`src/rtl/fetch_sequencer.sv`:
```
// Fetch sequencer: steers a branch-only program counter (increment / hold / redirect),
// handshakes with instruction memory and keeps a small return-address stack for call/ret.
module fetch_sequencer #(
    parameter int                ADDR_W       = 10,
    parameter int                RAS_DEPTH    = 4,
    parameter logic [ADDR_W-1:0] RESET_VECTOR = 10'd0
) (
    input  logic                       clk,
    input  logic                       reset,
    input  logic [ADDR_W-1:0]          pc,
    input  logic                       imem_ready,
    input  logic                       stall,
    input  logic                       jump_req,
    input  logic [ADDR_W-1:0]          jump_target,
    input  logic                       call_req,
    input  logic [ADDR_W-1:0]          call_target,
    input  logic                       ret_req,
    input  logic                       halt_req,
    input  logic                       resume,
    output logic                       pc_branch,
    output logic [ADDR_W-1:0]          pc_branch_addr,
    output logic                       fetch_req,
    output logic [ADDR_W-1:0]          fetch_addr,
    output logic                       advance,
    output logic                       halted,
    output logic [$clog2(RAS_DEPTH):0] ras_count,
    output logic                       ras_err
);
    localparam int                PTR_W   = $clog2(RAS_DEPTH);
    localparam int                CNT_W   = PTR_W + 1;
    localparam logic [CNT_W-1:0]  DEPTH_C = CNT_W'(RAS_DEPTH);
    localparam logic [CNT_W-1:0]  CNT_ONE = CNT_W'(1);
    localparam logic [PTR_W-1:0]  PTR_ONE = PTR_W'(1);
    localparam logic [ADDR_W-1:0] ADDR_ONE = ADDR_W'(1);

    typedef enum logic [1:0] {
        ST_BOOT  = 2'd0,
        ST_FETCH = 2'd1,
        ST_HALT  = 2'd2
    } state_e;

    state_e             state_q, state_d;
    logic [CNT_W-1:0]   ras_count_q, ras_count_d;
    logic               ras_err_q, ras_err_d;
    logic [ADDR_W-1:0]  ras_q [RAS_DEPTH];
    logic [ADDR_W-1:0]  ras_d [RAS_DEPTH];

    logic [ADDR_W-1:0]  pc_inc;
    logic [ADDR_W-1:0]  ras_top;
    logic [PTR_W-1:0]   push_idx;
    logic [PTR_W-1:0]   top_idx;
    logic               accept;

    // A full stack has count == RAS_DEPTH, whose low bits wrap to 0, so the top is still index-1.
    assign pc_inc     = pc + ADDR_ONE;
    assign push_idx   = ras_count_q[PTR_W-1:0];
    assign top_idx    = push_idx - PTR_ONE;
    assign ras_top    = ras_q[top_idx];
    assign accept     = imem_ready & ~stall;
    assign fetch_addr = pc;
    assign ras_count  = ras_count_q;
    assign ras_err    = ras_err_q;

    // Next-state, RAS update and PC steering; holding the PC means branching to itself.
    always_comb begin
        state_d        = state_q;
        ras_count_d    = ras_count_q;
        ras_err_d      = ras_err_q;
        ras_d          = ras_q;
        pc_branch      = 1'b0;
        pc_branch_addr = pc;
        fetch_req      = 1'b0;
        advance        = 1'b0;
        halted         = 1'b0;

        case (state_q)
            ST_BOOT: begin
                pc_branch      = 1'b1;
                pc_branch_addr = RESET_VECTOR;
                state_d        = ST_FETCH;
            end
            ST_FETCH: begin
                fetch_req = 1'b1;
                advance   = accept;
                if (!accept) begin
                    pc_branch      = 1'b1;
                    pc_branch_addr = pc;
                end else if (halt_req) begin
                    pc_branch      = 1'b1;
                    pc_branch_addr = pc_inc;
                    state_d        = ST_HALT;
                end else if (ret_req) begin
                    if (ras_count_q != {CNT_W{1'b0}}) begin
                        pc_branch      = 1'b1;
                        pc_branch_addr = ras_top;
                        ras_count_d    = ras_count_q - CNT_ONE;
                    end else begin
                        ras_err_d = 1'b1;
                    end
                end else if (call_req) begin
                    pc_branch      = 1'b1;
                    pc_branch_addr = call_target;
                    if (ras_count_q < DEPTH_C) begin
                        ras_d[push_idx] = pc_inc;
                        ras_count_d     = ras_count_q + CNT_ONE;
                    end else begin
                        ras_err_d = 1'b1;
                    end
                end else if (jump_req) begin
                    pc_branch      = 1'b1;
                    pc_branch_addr = jump_target;
                end else begin
                    pc_branch = 1'b0;
                end
            end
            ST_HALT: begin
                halted         = 1'b1;
                pc_branch      = 1'b1;
                pc_branch_addr = pc;
                if (resume) begin
                    state_d = ST_FETCH;
                end else begin
                    state_d = ST_HALT;
                end
            end
            default: begin
                pc_branch      = 1'b1;
                pc_branch_addr = RESET_VECTOR;
                state_d        = ST_BOOT;
            end
        endcase
    end

    // Control state, stack occupancy and sticky error flag.
    always_ff @(posedge clk) begin
        if (reset) begin
            state_q     <= ST_BOOT;
            ras_count_q <= {CNT_W{1'b0}};
            ras_err_q   <= 1'b0;
        end else begin
            state_q     <= state_d;
            ras_count_q <= ras_count_d;
            ras_err_q   <= ras_err_d;
        end
    end

    // Stack storage; contents are meaningless while the occupancy says empty.
    always_ff @(posedge clk) begin
        ras_q <= ras_d;
    end

endmodule

```
`config.mk`:
```
export PLATFORM = sky130hd
export DESIGN_NAME = fetch_sequencer
export DESIGN_NICKNAME = d
export VERILOG_FILES = /design/src/rtl/fetch_sequencer.sv
export SDC_FILE = /design/constraint.sdc
export NUM_CORES = 1
export LEC_CHECK = 0
export CAP_MARGIN = 20
export CORE_MARGIN = 8
export CORE_UTILIZATION = 53
export CTS_CLUSTER_SIZE = 8
export DETAILED_ROUTE_END_ITERATION = 6
export PLACE_DENSITY = 0.84
export SYNTH_ARGS = -nofsm -noshare
export SYNTH_HDL_FRONTEND = slang
export SYNTH_SLANG_ARGS = --single-unit
```
`constraint.sdc`:
```
create_clock -name clk -period 6 [get_ports clk]
set_input_delay 1.2 -clock clk [delete_from_list [all_inputs] [get_ports clk]]
set_output_delay 1.2 -clock clk [all_outputs]
set_load 0.05 [all_outputs]
```
==> impl_metrics.csv, run 1 <==
group,metric,value,unit
run_status,status,"complete, no violations",
layout,area_growth,26.1,%
placed_design,io_buffers,66,
floorplan,dieWidth,89.4,um
floorplan,ioPinCount,67,
synthesis,syn_area,2850,um2
setup_path,path_delay_family,"buffers and inverters",
global_route,grt-ovfl-total,0,
floorplan,core.rowCount,26,
synthesis,synth_seq_cells,46,
hold_path,min_from,"ras_err",
setup_path,path_buf_inv,2,
detailed_routing,dr.pass1.iters,4,
clock_tree,cts_buffers,5,
layout,num-fill-cells,381,
setup_path,cp_cell_sequence,"clkdlybuf4s50_1, o31ai_1, a2111oi_0, o2bb2ai_1, clkdlybuf4s50_1",
clock_tree,clock_latency,0.30,ns
synthesis,async_flop_share,0,%
layout,nNetsFinal,347,
timing,finalSetupViolations,0,
global_route,grt_usage,17.2,%
clock_tree,cts-root-buf,"clkbuf_8",
layout,mostFrequentLayoutCells,"clkdlybuf4s50_1, edfxtp_1, nand2_1",
detailed_routing,vias,2171,
timing,hold_viol,0,
hold_path,min_to,"ras_err",
synthesis,seq_area_frac_synth,46.3,%
setup_path,cp.required,4.80,ns
run,drv_cap,0,
global_route,grt_max_degree,25,
clock_tree,cts_hold_buf,0,
timing,worstMarginPinSlew,0.887,ns
setup_path,cp_max_fo,11,
power,max-vdd-ir-drop,0.198,mV
timing,drv_slew,0,
setup_path,r2r_start,"state_q[1]",
power,p_total,950,uW
detailed_routing,antenna_left,0,
setup_path,endpoint_kind,"output port",
synthesis,yosys_warnings,0,
layout,multi_input_area,1350,um2
synthesis,synth_area_per_cell,11.8,um2
synthesis,synthCells,242,
timing,max_slew_margin,40.7,%
floorplan,core-area,5140,um2
synthesis,synthDistinctLibCells,54,
power,power_density,264,nW/um2
clock_tree,cts_resized,0,
clock_tree,cts_buffer_depth,2,
layout,register_area,1320,um2
timing,max_freq,198,MHz
clock_tree,clock_sinks,46,
detailed_routing,first_iter_violations,178,
setup_path,slowest_delay,0.83,ns
floorplan,die_area,7990,um2
setup_path,rr_endpoint,"ras_q[33]",
timing,rsz0062_at_grt,"false",
layout,post-route-util,70.0,%
floorplan,die_y,89.4,um
clock_tree,clk_pin_slew,0.09,ns
detailed_routing,drc,0,
detailed_routing,vias_per_cell,5.90,
hold_path,hold_path_depth,2,
placed_design,hpwl,5260,um
timing,tns,0,ns
layout,drive_gt1_share,7.38,%
setup_path,cp_common_cell,"clkdlybuf4s50_1",
placed_design,dp.cells,360,
global_route,grt_pass1_wl,10400,um
synthesis,synth_edf_count,40,
placed_design,gp_congestion,0.865,
setup_path,worst_setup_path_start_kind,"input pin",
hold_path,hold_path_class,"reg -> reg",
timing,period_minus_slack,5.05,ns
floorplan,initial_utilization,55.5,%
global_route,grt_antenna_before_repair,0,
power,leakage,0.00128,uW
setup_path,worstRegToRegCells,5,
clock_tree,htree_num_levels,2,
detailed_routing,avgRoutedWirePerCell,18.8,um
layout,fin_cells,368,
timing,fin_skew,0.00836,ns
layout,diodes,0,
timing,min_period_over_period,84.1,%
clock_tree,tritoncts,"yes",
setup_path,critical_path_class,"in -> out",
setup_path,r2r_slack,3.78,ns
layout,final_common_cell,"clkdlybuf4s50_1",
synthesis,syn_nets,292,
setup_path,cp.arrival,3.85,ns
clock_tree,cts_setup_buffers,0,
setup_path,crit_path_top_delay_cell,"clkdlybuf4s50_1",
global_route,grt_pass1_vias,2083,
detailed_routing,routed_wl,6910,um
synthesis,synth_ff_type,"edfxtp_1",
==> through the flow <==
step / area [um2] / hold WS (ns) / setup WS (ns)
final: 3600 / 0.454 / 0.951
after global routing: 3600 / 0.462 / 0.848
after CTS: 3600 / 0.452 / 0.970
after detailed placement: 3500 / 0.436 / 0.970
after global placement: 3500 / 0.436 / 0.981
after floorplan: 2850 / 0.518 / 1.97
==> metal layers <==
layer	part of all wire [%]	vias up	global-route usage, %	wire (um)
met2	48	91	29.3	3290
met3	9.2	10	4.14	635
li1	-	1041	-	-
met4	1.6	0	5.89	110
met1	42	1029	20.8	2880
met5	0	-	0	0
==> cells in the mapped netlist (all sizes together) (5+ instances only) <==
library cell   n  area share, %
xnor2          7            2.1
nand2         18            2.4
dfxtp          6            4.2
mux4          10            9.1
buf           11            3.0
nand3b         6            1.6
and3           5            1.1
a22o           5            1.5
nor2          12            1.6
o211ai         6            1.6
mux2i          6            2.1
ha            10            4.4
edfxtp        40             42
clkbuf        10            1.3
nand3          7            1.2
inv           15            2.0
a21oi         11            1.9
==> registers in the layout, summed over array words and instances, names as in the netlist <==
name and cells:
ras_count 3, ras_err 1, state_q 2, ras_q 40
==> worst min-delay path, stage by stage (launching register included) <==
cell and delay [ns]:
dfxtp_1 0.32, inv_1 0.05, a21oi_1 0.05
==> how the worst max path moves through the flow <==
stage	from	endpoint	slack, ns	depth (start not counted)
6_report	jump_req	pc_branch_addr[0]	0.95	5
3_3_place_gp	jump_req	pc_branch_addr[0]	0.98	5
5_1_grt	pc[1]	pc_branch_addr[8]	0.85	7
4_1_cts	jump_req	pc_branch_addr[0]	0.97	5
2_1_floorplan	ras_count[0]	pc_branch_addr[4]	1.97	8
3_5_place_dp	jump_req	pc_branch_addr[0]	0.97	5
==> kinds of logic after synthesis <==
| logic type | Yosys count | share of synthesized area (%) |
|---|---|---|
| simple gates | 70 | 13.7 |
| xor+xnor | 8 | 2.46 |
| flops | 46 | 46.3 |
| buf+inv | 36 | 6.31 |
| mux | 19 | 12.4 |
| compound gates | 52 | 13.8 |
| fa+ha+maj | 11 | 5.09 |
==> layout make-up <==
cell class,count,area share [%]
repair buffers,69,19.0
flip-flops and latches,46,36.7
inverters,15,1.56
well taps,70,2.43
clock buffers,5,1.91
clock inverters,3,0.800
multi-input cells,160,37.6
==> where the power goes <==
group | total, uW | internal (uW) | leakage (uW) | switching [uW]
registers | 365 | 357 | 0.000408 | 7.92
logic | 386 | 143 | 0.000818 | 243
clock network | 199 | 87.1 | 0.0000506 | 112
total | 950 | 587 | 0.00128 | 363
Power figures use the tool's default switching activity.
==> run 2, diff against run 1 <==
CORE_UTILIZATION = 45   (was 53)
PLACE_DENSITY = 0.76   (was 0.84)
clock period = 4.18 ns   (was 6 ns; I/O delays follow)
==> impl_metrics.csv, run 2 (same netlist as run 1, synthesis figures left out) <==
group,metric,value,unit
floorplan,core-area,6240,um2
layout,area_growth,30.6,%
layout,diodes,0,
power,max-vdd-ir-drop,0.308,mV
timing,setup_ws,0.476,ns
floorplan,core.rowCount,29,
power,power_density,391,nW/um2
layout,drive_gt1_share,11.6,%
global_route,grt-ovfl-total,0,
run,drv_cap,0,
setup_path,cp.required,3.34,ns
clock_tree,clk_pin_slew,0.08,ns
run_status,status,"complete, no violations",
placed_design,hpwl,5590,um
setup_path,cp_max_fo,7,
power,leakage,0.00134,uW
timing,max_slew_margin,62.2,%
timing,drv_slew,0,
floorplan,ioPinCount,67,
floorplan,die_area,9150,um2
layout,register_area,1320,um2
timing,max_freq,270,MHz
detailed_routing,first_iter_violations,176,
global_route,grt_max_degree,20,
layout,multi_input_area,1350,um2
setup_path,worst_setup_path_start_kind,"input pin",
setup_path,critical_path_class,"in -> out",
clock_tree,clock_latency,0.30,ns
floorplan,dieWidth,95.6,um
hold_path,hold_path_class,"reg -> reg",
layout,nNetsFinal,351,
timing,hold_viol,0,
clock_tree,cts_buffer_depth,2,
layout,mostFrequentLayoutCells,"clkdlybuf4s50_1, edfxtp_1, nand2_1",
layout,regMostFlops,"ras_q",
floorplan,die_y,95.6,um
timing,worstMarginPinSlew,0.565,ns
setup_path,cp.arrival,2.87,ns
timing,fin_skew,0.0108,ns
clock_tree,cts_setup_buffers,0,
clock_tree,cts_buffers,5,
layout,num-fill-cells,489,
timing,finalSetupViolations,0,
detailed_routing,vias,2206,
timing,tns,0,ns
global_route,grt_usage,16.2,%
global_route,grt_pass1_vias,2254,
global_route,grt_pass1_wl,11300,um
floorplan,initial_utilization,45.7,%
detailed_routing,routed_wl,7300,um
clock_tree,cts_resized,0,
placed_design,place_ws,0.481,ns
detailed_routing,vias_per_cell,5.84,
detailed_routing,avgRoutedWirePerCell,19.3,um
global_route,grt_antenna_before_repair,0,
timing,holdWs,0.460,ns
clock_tree,htree_num_levels,2,
layout,final_common_cell,"clkdlybuf4s50_1",
timing,rsz0062_at_grt,"false",
detailed_routing,drc,0,
clock_tree,cts_hold_buf,0,
clock_tree,clock_sinks,46,
timing,min_period_over_period,88.6,%
clock_tree,cts-root-buf,"clkbuf_8",
placed_design,io_buffers,66,
setup_path,endpoint_kind,"output port",
layout,largest_reg_flops,40,
timing,period_minus_slack,3.70,ns
placed_design,gp_congestion,0.847,
detailed_routing,dr.pass1.iters,4,
detailed_routing,antenna_left,0,
clock_tree,tritoncts,"yes",
## run 2: final timing paths
| kind | startpoint | endpoint | slack, ns | depth (start not counted) |
|---|---|---|---|---|
| max | pc[0] | pc_branch_addr[8] | 0.48 | 7 |
| min | ras_err | ras_err | 0.46 | 2 |
| max reg2reg | state_q[1] | ras_q[11] | 2.05 | 6 |
| min reg2reg | ras_err | ras_err | 0.46 | 2 |
## run 2: critical path, cell delays in order
cell	delay, ns
clkdlybuf4s50_1	0.60
ha_1	0.25
nand4_1	0.20
or4_1	0.52
o211ai_1	0.10
o2bb2ai_1	0.18
buf_12	0.17
## run 2: per-layer routing
| layer | vias up | track usage (%) | share of wire, % |
|---|---|---|---|
| met2 | 84 | 27.8 | 50 |
| met3 | 9 | 4.25 | 7.9 |
| met1 | 1069 | 19.3 | 41 |
| met5 | - | 0 | 0 |
| met4 | 0 | 5.25 | 1.1 |
| li1 | 1044 | - | - |
## run 2: cell type report
| cell class | instances | area share, % |
|---|---|---|
| Tap cell | 77 | 2.58 |
| Clock inverter | 2 | 0.906 |
| Timing Repair Buffer | 73 | 21.4 |
| Sequential cell | 46 | 35.4 |
| Multi-Input combinational cell | 160 | 36.3 |
| Inverter | 15 | 1.51 |
| Clock buffer | 5 | 1.85 |
## run 2: power by group
group	switching, uW	internal [uW]	leakage [uW]
sequential	10.8	512	0.000408
combinational	366	260	0.000882
clock	138	173	0.0000517
## run 2: stage by stage
stage / instances / power [uW] / utilization, % / cell area [um2]
after global routing: 378 / 1520 / 59.7 / 3730
final: 378 / 1460 / 59.7 / 3730
after CTS: 378 / 1470 / 59.7 / 3730
after floorplan: 242 / 908 / - / 2850
after detailed placement: 371 / 1160 / 58.1 / 3620
after global placement: 371 / 1150 / 58.1 / 3620
